**src/rtl/cpu_pkg.sv**
```systemverilog
// Shared types and constants for the operand-fetch stage and its scoreboard.
// Latency: n/a (declarations only).
// Backpressure: n/a.
package cpu_pkg;

  localparam int REG_COUNT  = 32;
  localparam int REG_ADDR_W = 5;
  localparam logic [REG_ADDR_W-1:0] ZERO_REG = '0;

  typedef enum logic [1:0] {
    IDLE = 2'd0,
    REQ  = 2'd1,
    RSP  = 2'd2,
    OUT  = 2'd3
  } of_state_e;

endpackage

```
**src/rtl/of_scoreboard.sv**
```systemverilog
// Busy vector of destination registers owned by instructions dispatched to execute.
// Latency: set/clear take effect the cycle after; lookups are combinational.
// Backpressure: none; a set and a clear of the same register in one cycle leave it busy.
module of_scoreboard
  import cpu_pkg::*;
(
  input  logic                  clk_i,
  input  logic                  rst_ni,
  input  logic                  set_en_i,
  input  logic [REG_ADDR_W-1:0] set_addr_i,
  input  logic                  clr_en_i,
  input  logic [REG_ADDR_W-1:0] clr_addr_i,
  input  logic [REG_ADDR_W-1:0] rs1_addr_i,
  input  logic [REG_ADDR_W-1:0] rs2_addr_i,
  output logic                  rs1_busy_o,
  output logic                  rs2_busy_o
);

  logic [REG_COUNT-1:0] r_busy;
  logic [REG_COUNT-1:0] w_busy_nxt;

  // Clear first so a same-cycle set overrides it; x0 can never become busy.
  always_comb begin
    w_busy_nxt = r_busy;
    if (clr_en_i) w_busy_nxt[clr_addr_i] = 1'b0;
    if (set_en_i && (set_addr_i != ZERO_REG)) w_busy_nxt[set_addr_i] = 1'b1;
    w_busy_nxt[ZERO_REG] = 1'b0;
  end

  // Busy vector register.
  always_ff @(posedge clk_i or negedge rst_ni) begin
    if (!rst_ni) r_busy <= '0;
    else         r_busy <= w_busy_nxt;
  end

  assign rs1_busy_o = r_busy[rs1_addr_i];
  assign rs2_busy_o = r_busy[rs2_addr_i];

endmodule

```
**src/rtl/operand_fetch.sv**
```systemverilog
// Issues register-file reads (with piggybacked writeback) per decoded instruction and forwards operands to execute.
// Latency: dec handshake cycle 0, rf request cycle 1, ex_valid_o the cycle after the rf response handshake.
// Backpressure: one rf transaction outstanding; decode stalls on RAW hazards, rf/ex stalls hold outputs stable.
module operand_fetch
  import cpu_pkg::*;
#(
  parameter int XLEN      = 32,
  parameter int PAYLOAD_W = 32
) (
  input  logic                  clk_i,
  input  logic                  rst_ni,
  input  logic                  dec_valid_i,
  output logic                  dec_ready_o,
  input  logic [REG_ADDR_W-1:0] dec_rs1_addr_i,
  input  logic [REG_ADDR_W-1:0] dec_rs2_addr_i,
  input  logic [REG_ADDR_W-1:0] dec_rd_addr_i,
  input  logic                  dec_uses_rd_i,
  input  logic [PAYLOAD_W-1:0]  dec_payload_i,
  input  logic                  wb_valid_i,
  output logic                  wb_ready_o,
  input  logic [REG_ADDR_W-1:0] wb_rd_addr_i,
  input  logic [XLEN-1:0]       wb_rd_data_i,
  output logic                  rf_valid_o,
  input  logic                  rf_ready_i,
  output logic [REG_ADDR_W-1:0] rf_rs1_addr_o,
  output logic [REG_ADDR_W-1:0] rf_rs2_addr_o,
  output logic [REG_ADDR_W-1:0] rf_rd_addr_o,
  output logic [XLEN-1:0]       rf_rd_data_o,
  output logic                  rf_wr_en_o,
  input  logic                  rf_valid_i,
  output logic                  rf_ready_o,
  input  logic [XLEN-1:0]       rf_rs1_data_i,
  input  logic [XLEN-1:0]       rf_rs2_data_i,
  output logic                  ex_valid_o,
  input  logic                  ex_ready_i,
  output logic [XLEN-1:0]       ex_rs1_data_o,
  output logic [XLEN-1:0]       ex_rs2_data_o,
  output logic [REG_ADDR_W-1:0] ex_rd_addr_o,
  output logic                  ex_uses_rd_o,
  output logic [PAYLOAD_W-1:0]  ex_payload_o
);

  of_state_e             r_state, w_state_nxt;
  logic [REG_ADDR_W-1:0] r_rs1, r_rs2, r_rd, r_wb_addr;
  logic                  r_uses_rd, r_wr_en, r_wr_only;
  logic [PAYLOAD_W-1:0]  r_payload;
  logic [XLEN-1:0]       r_wb_data, r_rs1_data, r_rs2_data;

  logic w_rs1_busy, w_rs2_busy, w_haz1, w_haz2;
  logic w_dec_ready, w_wb_ready, w_rf_valid, w_rf_ready, w_ex_valid;

  // A busy source is not a hazard when the pending writeback supplies it now.
  assign w_haz1 = w_rs1_busy && (dec_rs1_addr_i != ZERO_REG) &&
                  !(wb_valid_i && (wb_rd_addr_i == dec_rs1_addr_i));
  assign w_haz2 = w_rs2_busy && (dec_rs2_addr_i != ZERO_REG) &&
                  !(wb_valid_i && (wb_rd_addr_i == dec_rs2_addr_i));

  // Next-state and handshake outputs; readies are held low while reset is asserted.
  always_comb begin
    w_state_nxt = r_state;
    w_dec_ready = 1'b0;
    w_wb_ready  = 1'b0;
    w_rf_valid  = 1'b0;
    w_rf_ready  = 1'b0;
    w_ex_valid  = 1'b0;
    unique case (r_state)
      IDLE: begin
        w_dec_ready = rst_ni && dec_valid_i && !w_haz1 && !w_haz2;
        w_wb_ready  = rst_ni && wb_valid_i;
        if (w_dec_ready || w_wb_ready) w_state_nxt = REQ;
      end
      REQ: begin
        w_rf_valid = 1'b1;
        if (rf_ready_i) w_state_nxt = RSP;
      end
      RSP: begin
        w_rf_ready = 1'b1;
        if (rf_valid_i) w_state_nxt = r_wr_only ? IDLE : OUT;
      end
      OUT: begin
        w_ex_valid = 1'b1;
        if (ex_ready_i) w_state_nxt = IDLE;
      end
      default: w_state_nxt = IDLE;
    endcase
  end

  // State register.
  always_ff @(posedge clk_i or negedge rst_ni) begin
    if (!rst_ni) r_state <= IDLE;
    else         r_state <= w_state_nxt;
  end

  // Latch the accepted instruction/writeback; capture operands with writeback bypass.
  always_ff @(posedge clk_i or negedge rst_ni) begin
    if (!rst_ni) begin
      r_rs1      <= '0;
      r_rs2      <= '0;
      r_rd       <= '0;
      r_uses_rd  <= 1'b0;
      r_payload  <= '0;
      r_wb_addr  <= '0;
      r_wb_data  <= '0;
      r_wr_en    <= 1'b0;
      r_wr_only  <= 1'b0;
      r_rs1_data <= '0;
      r_rs2_data <= '0;
    end else begin
      if (w_dec_ready || w_wb_ready) begin
        r_wr_only <= !w_dec_ready;
        r_wr_en   <= w_wb_ready && (wb_rd_addr_i != ZERO_REG);
        r_wb_addr <= w_wb_ready ? wb_rd_addr_i : ZERO_REG;
        r_wb_data <= w_wb_ready ? wb_rd_data_i : '0;
        r_rs1     <= w_dec_ready ? dec_rs1_addr_i : ZERO_REG;
        r_rs2     <= w_dec_ready ? dec_rs2_addr_i : ZERO_REG;
        if (w_dec_ready) begin
          r_rd      <= dec_rd_addr_i;
          r_uses_rd <= dec_uses_rd_i;
          r_payload <= dec_payload_i;
        end
      end
      // The register file returns pre-write values, so forward the latched write.
      if (w_rf_ready && rf_valid_i && !r_wr_only) begin
        r_rs1_data <= (r_wr_en && (r_wb_addr == r_rs1)) ? r_wb_data : rf_rs1_data_i;
        r_rs2_data <= (r_wr_en && (r_wb_addr == r_rs2)) ? r_wb_data : rf_rs2_data_i;
      end
    end
  end

  of_scoreboard u_sb (
    .clk_i      (clk_i),
    .rst_ni     (rst_ni),
    .set_en_i   (w_ex_valid && ex_ready_i && r_uses_rd),
    .set_addr_i (r_rd),
    .clr_en_i   (w_rf_valid && rf_ready_i && r_wr_en),
    .clr_addr_i (r_wb_addr),
    .rs1_addr_i (dec_rs1_addr_i),
    .rs2_addr_i (dec_rs2_addr_i),
    .rs1_busy_o (w_rs1_busy),
    .rs2_busy_o (w_rs2_busy)
  );

  assign dec_ready_o   = w_dec_ready;
  assign wb_ready_o    = w_wb_ready;
  assign rf_valid_o    = w_rf_valid;
  assign rf_rs1_addr_o = r_rs1;
  assign rf_rs2_addr_o = r_rs2;
  assign rf_rd_addr_o  = r_wb_addr;
  assign rf_rd_data_o  = r_wb_data;
  assign rf_wr_en_o    = w_rf_valid && r_wr_en;
  assign rf_ready_o    = w_rf_ready;
  assign ex_valid_o    = w_ex_valid;
  assign ex_rs1_data_o = r_rs1_data;
  assign ex_rs2_data_o = r_rs2_data;
  assign ex_rd_addr_o  = r_rd;
  assign ex_uses_rd_o  = r_uses_rd;
  assign ex_payload_o  = r_payload;

endmodule

```
**config.mk**
```make
export PLATFORM = sky130hd
export DESIGN_NAME = operand_fetch
export DESIGN_NICKNAME = d
export VERILOG_FILES = /design/src/rtl/cpu_pkg.sv /design/src/rtl/of_scoreboard.sv /design/src/rtl/operand_fetch.sv
export SDC_FILE = /design/constraint.sdc
export NUM_CORES = 1
export LEC_CHECK = 0
export BUFFER_PORTS_ARGS = -buffer_cell sky130_fd_sc_hd__buf_2
export CORE_AREA = 2 2 142 144
export DETAILED_ROUTE_END_ITERATION = 6
export DIE_AREA = 0 0 144 146
export GPL_ROUTABILITY_DRIVEN = 0
export GPL_TIMING_DRIVEN = 1
export PLACE_DENSITY = 0.79
export SYNTH_ARGS = -nofsm -noshare
export SYNTH_HDL_FRONTEND = slang
export SYNTH_SLANG_ARGS = --single-unit
export TNS_END_PERCENT = 10
```
**constraint.sdc**
```tcl
create_clock -name clk_i -period 4.2 [get_ports clk_i]
set_clock_uncertainty 0.2 [all_clocks]
set_input_delay 0.84 -clock clk_i [delete_from_list [all_inputs] [get_ports clk_i]]
set_output_delay 0.84 -clock clk_i [all_outputs]
set_load 0.03 [all_outputs]
```
==> qor.csv, run 1 <==
stage;metric;value;unit
grt;grt.total_usage;0.235;
timing;worst_pin_slew;1120;ps
cts;cts.sinks;184;
synth;synth_cell_types;44;
synth;synth_top_family_by_area;multiplexers;
cts;clk_pin_slew;70;ps
timing;slew_violations;0;
die;rows;51;
grt;grt_max_degree;129;
final_layout;fillCellCount;1715;
synth;syn_nets;970;
grt;grt_antenna_before_repair;6;
timing;fin_crit_sh;0.886;
power_and_ir_drop;power_density;797;mW/mm2
timing;period_minus_slack;3720;ps
route;drc;0;
worst_setup_path;path_class;in2out;
synth;syn-cell-area;0.00862;mm2
die;start_util;0.446;
final_layout;design_area;0.0109;mm2
status;run_status;finished, final reports clean;
synth;ys.warnings.count;0;
die;core;0.0193;mm2
placed_design;dpl.hpwl;17900;um
die;die_width;144;um
timing;fmax;0.269;GHz
route;drt-initial-drc-count;519;
timing;hold_viol;0;
cts;insertion_delay;430;ps
synth;synth_ff_type;dfrtp_1;
synth;muxShareOfSynthArea;0.178;
synth;synth_edf_count;0;
job;drv_cap;0;
synth;synth_fa_ha_area_frac;0;
synth;synthCells;814;
placed_design;io_buffers;310;
worst_setup_path;endpoint_kind;output port;
route;vias;7342;
route;wire_per_inst;18.1;um
final_layout;drive_above_1_share;0.368;
grt;first_global_vias;7177;
worst_setup_path;required;3160;ps
final_layout;syn_to_final_growth;26.6;%
synth;yosys.area_share.simple;0.114;
final_layout;layout.nets;1249;
worst_setup_path;arrival;2680;ps
synth;ys_seq_area_frac;0.534;
die;die_h;146;um
grt;grt_overflow_total;0;
route;dr.pass1.iters;6;
cts;numCtsBuffers;17;
timing;slew_headroom;0.250;
power_and_ir_drop;peakVddDrop;0.000327;V
die;io_pins;311;
cts;cts_hold_buffers;0;
die;die-area;0.0210;mm2
grt;grt_pass1_wl;38300;um
cts;root_buffer;clkbuf_16;
route;wl;25000;um
synth;synth-xor-area-share;0.0203;
synth;synthArstFlopShare;1.00;
timing;finalSetupViolations;0;
power_and_ir_drop;p_leak;0.00510;uW
worst_setup_path;cp-start-kind;primary input;
placed_design;postPlaceCellArea;0.0103;mm2
synth;ys_ff_latch;184;
worst_setup_path;crit_fanout;7;
cts;postCtsSetupBuffers;0;
placed_design;place_ws;477;ps
route;postRouteAntennaNets;0;
synth;synth_compound_area_frac;0.110;
synth;syn_avg_cell_area;10.6;um2
timing;tns;0;ps
cts;cts-resized-gates;0;
cts;cts_max_level;4;
hold_path;hold_path.class;in2async;
cts;cts_tree;done;
cts;clockBufferDepth;2;
timing;finalWorstSetupSlack;478;ps
timing;grt_setup_unrepaired;no;
route;drt-vias-per-instance;5.33;
worst paths after layout:
path                       slack [ps]                             to                          from  cells past startpoint
hold reg to reg                   300   ex_payload_o[11]$_DFFE_PN0P_  ex_payload_o[11]$_DFFE_PN0P_                      1
hold / removal                     60       u_sb.r_busy[6]$_DFF_PN0_                        rst_ni                      1
setup / recovery                  480                    dec_ready_o             dec_rs2_addr_i[0]                      7
max in group asynchronous        2170   ex_rs2_data_o[4]$_DFFE_PN0P_                        rst_ni                      3
min in group clk_i                300   ex_payload_o[11]$_DFFE_PN0P_  ex_payload_o[11]$_DFFE_PN0P_                      1
setup reg to reg                 1290  ex_rs2_data_o[21]$_DFFE_PN0P_   rf_rd_addr_o[4]$_DFFE_PN0P_                      6
cell type report:
cell class | instances | area (um2) | share of cell area
clock buffers | 18 | 439 | 0.0402
clock inverters | 13 | 161 | 0.0148
inverters | 12 | 45.0 | 0.00413
repair buffers | 319 | 1650 | 0.151
multi-input cells | 559 | 3660 | 0.335
flip-flops and latches | 184 | 4600 | 0.422
diodes | 7 | 17.5 | 0.00161
well taps | 265 | 332 | 0.0304
sequential cells by signal, indices dropped and copies added (netlist names):
register and count:
r_wr_en 1, ex_rd_addr_o 5, rf_rs1_addr_o 5, r_wr_only 1, ex_rs1_data_o 32, ex_rs2_data_o 32
rf_rs2_addr_o 5, rf_rd_data_o 32, ex_payload_o 32, ex_uses_rd_o 1, u_sb.r_busy 31, rf_rd_addr_o 5
r_state 2
worst max-delay path: stages:
cell and delay, ps:
buf_2 230, mux4_2 530, a2bb2oi_1 140, a211oi_1 290
a311o_1 210, and3_4 230, buf_2 210
where the power goes:
| part | total [uW] | switching [uW] | internal [uW] | leakage [uW] |
|---|---|---|---|---|
| registers | 3200 | 666 | 2530 | 0.00227 |
| clock network | 1640 | 733 | 912 | 0.000290 |
| logic | 3860 | 2570 | 1290 | 0.00255 |
| total | 8700 | 3970 | 4730 | 0.00510 |
per-stage QoR:
| step | hold WS [ps] | cells | utilization | power (uW) |
|---|---|---|---|---|
| floorplan | 280 | 814 | - | 5800 |
| global placement | 285 | 1339 | 0.532 | 6980 |
| detailed placement | 291 | 1339 | 0.532 | 7110 |
| CTS | 53.6 | 1370 | 0.564 | 8760 |
| global route | 52.7 | 1374 | 0.564 | 9210 |
| finish | 60.0 | 1377 | 0.564 | 8700 |
cells by family (layout without fill, tap and decap cells):
kind of cell,count (synthesis),count (layout)
AND/OR/NAND/NOR,225,225
flip-flops,184,184
AO/OA/AOI/OAI,183,183
multiplexers,131,131
buffers and inverters,71,362
XOR/XNOR,20,20
other,0,7
layout by cell type (no fill, tap or decap), drive strengths merged, types with 2 or more instances in the layout:
cell type,Yosys,routed
nand3b,9,9
o21ai,105,105
nor4,4,4
and3,5,5
a21oi,67,67
xor2,16,16
o211ai,2,2
buf,20,318
nand3,9,9
a31oi,2,2
nor2b,5,5
inv,12,19
dfrtp,184,184
nor2,77,77
mux2,38,38
nand2b,2,2
nand2,99,99
clkbuf,39,19
or3b,3,3
xnor2,4,4
mux2i,81,81
bufinv,0,2
clkinv,0,2
clkinvlp,0,2
or3,4,4
nand4,2,2
diode,0,7
mux4,12,12
synthesized netlist by cell type, types with 9 or more instances:
master	instances	area share
a21oi_1	67	0.039
buf_2	9	0.0052
clkbuf_1	39	0.017
dfrtp_1	184	0.53
inv_1	12	0.0052
mux2_2	30	0.039
mux2i_1	81	0.094
mux4_2	12	0.031
nand2_1	99	0.043
nand3_1	9	0.0052
nand3b_1	9	0.0078
nor2_1	77	0.034
o21ai_0	97	0.056
xor2_1	16	0.016
layer usage:
metal	global-route usage	routed length (um)
met1	0.285	9750
met2	0.399	12400
met3	0.0635	2080
met4	0.0848	713
met5	0	0
Power figures use the tool's default switching activity.
==> run 2: changes to the inputs <==
- clock period: 4.2 -> 4.4 ns (I/O delays scaled with it)
==> qor.csv, run 2 (same netlist as run 1, synthesis figures left out) <==
stage;metric;value;unit
grt;grt_pass1_wl;38500;um
power_and_ir_drop;peakVddDrop;0.000409;V
cts;clk_pin_slew;70;ps
die;die_width;144;um
placed_design;io_buffers;310;
final_layout;fillCellCount;1732;
timing;tns;0;ps
cts;clockBufferDepth;2;
worst_setup_path;cp-start-kind;primary input;
cts;postCtsSetupBuffers;0;
worst_setup_path;endpoint_kind;output port;
worst_setup_path;path_class;in2out;
worst_setup_path;rr_endpoint;ex_rs2_data_o[24]$_DFFE_PN0P_;
grt;grt_max_degree;131;
cts;numCtsBuffers;17;
power_and_ir_drop;power_density;768;mW/mm2
worst_setup_path;crit_path_start;dec_rs2_addr_i[0];
worst_setup_path;slowest_delay;550;ps
cts;cts_max_level;4;
timing;fin_crit_sh;0.887;
worst_setup_path;r2r_start;rf_rd_addr_o[4]$_DFFE_PN0P_;
die;rows;51;
timing;hold_viol;0;
timing;holdWs;216;ps
route;drt-vias-per-instance;5.33;
worst_setup_path;arrival;2820;ps
final_layout;stdcell_count;1375;
hold_path;hold_path.class;in2async;
grt;grt_overflow_total;0;
worst_setup_path;cp_common_cell;buf_2;
cts;cts-resized-gates;0;
timing;worst_pin_slew;1080;ps
grt;grt.total_usage;0.236;
worst_setup_path;crit_chain;buf_2 > mux4_2 > a2bb2oi_1 > a211oi_1 > a311o_1 > and3_4 > buf_2;
final_layout;syn_to_final_growth;27.1;%
worst_setup_path;cpMaxStageDelayCell;mux4_2;
final_layout;layout.nets;1249;
cts;insertion_delay;430;ps
status;run_status;finished, final reports clean;
cts;cts_hold_buffers;0;
grt;grt_antenna_before_repair;4;
die;die-area;0.0210;mm2
worst_setup_path;endpoint;dec_ready_o;
cts;cts.sinks;184;
die;start_util;0.446;
route;drt-initial-drc-count;425;
timing;slew_headroom;0.278;
timing;slew_violations;0;
final_layout;final_common_cell;buf_2;
cts;cts_tree;done;
power_and_ir_drop;p_leak;0.00513;uW
die;die_h;146;um
die;io_pins;311;
placed_design;dpl.hpwl;17900;um
cts;root_buffer;clkbuf_16;
timing;finalSetupViolations;0;
worst_setup_path;required;3320;ps
route;postRouteAntennaNets;0;
worst_setup_path;crit_fanout;13;
worst_setup_path;r2r_cells;5;
route;wire_per_inst;18.2;um
timing;period_minus_slack;3900;ps
route;dr.pass1.iters;5;
route;drc;0;
route;vias;7326;
timing;fmax;0.256;GHz
job;drv_cap;0;
worst_setup_path;regToRegSetupSlack;1510;ps
placed_design;dp_cells;1339;
grt;first_global_vias;7177;
final_layout;final_cell_mix;309 x buf_2, 184 x dfrtp_1, 99 x nand2_1;
timing;grt_setup_unrepaired;no;
final_layout;drive_above_1_share;0.368;
route;wl;25000;um
die;core;0.0193;mm2
run 2: changes by cell type in the layout (fill, tap and decap cells not counted):
cell        previous run  this run
clkinvlp_4             2         3
buf_12                 2         3
clkbuf_8               2         1
clkbuf_1               0         1
buf_4                  7         6
inv_8                  3         4
bufinv_16              2         4
inv_6                  4         1
diode_2                7         4
run 2: how the worst min path moves through the flow:
stage                                               to  slack [ps]
after floorplan                  r_wr_only$_DFFE_PN0P_         280
after global placement    ex_payload_o[11]$_DFFE_PN0P_         280
after detailed placement   ex_payload_o[5]$_DFFE_PN0P_         290
after CTS                     u_sb.r_busy[7]$_DFF_PN0_         220
after global routing          u_sb.r_busy[7]$_DFF_PN0_         230
final                         u_sb.r_busy[7]$_DFF_PN0_         220
run 2: area by class of cell:
class	count	area [um2]	share of cell area
clock buffers	18	429	0.0392
repair buffers	319	1670	0.152
clock inverters	14	214	0.0195
well taps	265	332	0.0303
diodes	4	10.0	0.000913
multi-input cells	559	3660	0.334
flip-flops and latches	184	4600	0.420
inverters	12	45.0	0.00411
run 2: power by group:
part           internal (uW)  switching (uW)
clock                    971             702
sequential              2420             626
combinational           1230            2460
run 2: critical path: cells and delay by family:
kind | cells | cell delay [ps]
and+or+nand+nor | 1 | 230
AOI/OAI and AO/OA | 3 | 610
muxes | 1 | 550
buffers and inverters | 2 | 550
run 2: per-stage QoR:
stage	power (uW)	utilization	setup WS (ps)	area (um2)
floorplan	5540	-	762	8620
global placement	6660	0.533	541	10300
detailed placement	6780	0.533	516	10300
CTS	8470	0.566	501	11000
global route	8900	0.567	380	11000
finish	8410	0.567	498	11000
run 2: layer usage:
metal / up-vias / track usage / part of all wire
li1: 3393 / - / -
met1: 3531 / 0.283 / 0.38
met2: 361 / 0.398 / 0.51
met3: 41 / 0.0648 / 0.084
met4: 0 / 0.0990 / 0.030
met5: - / 0 / 0
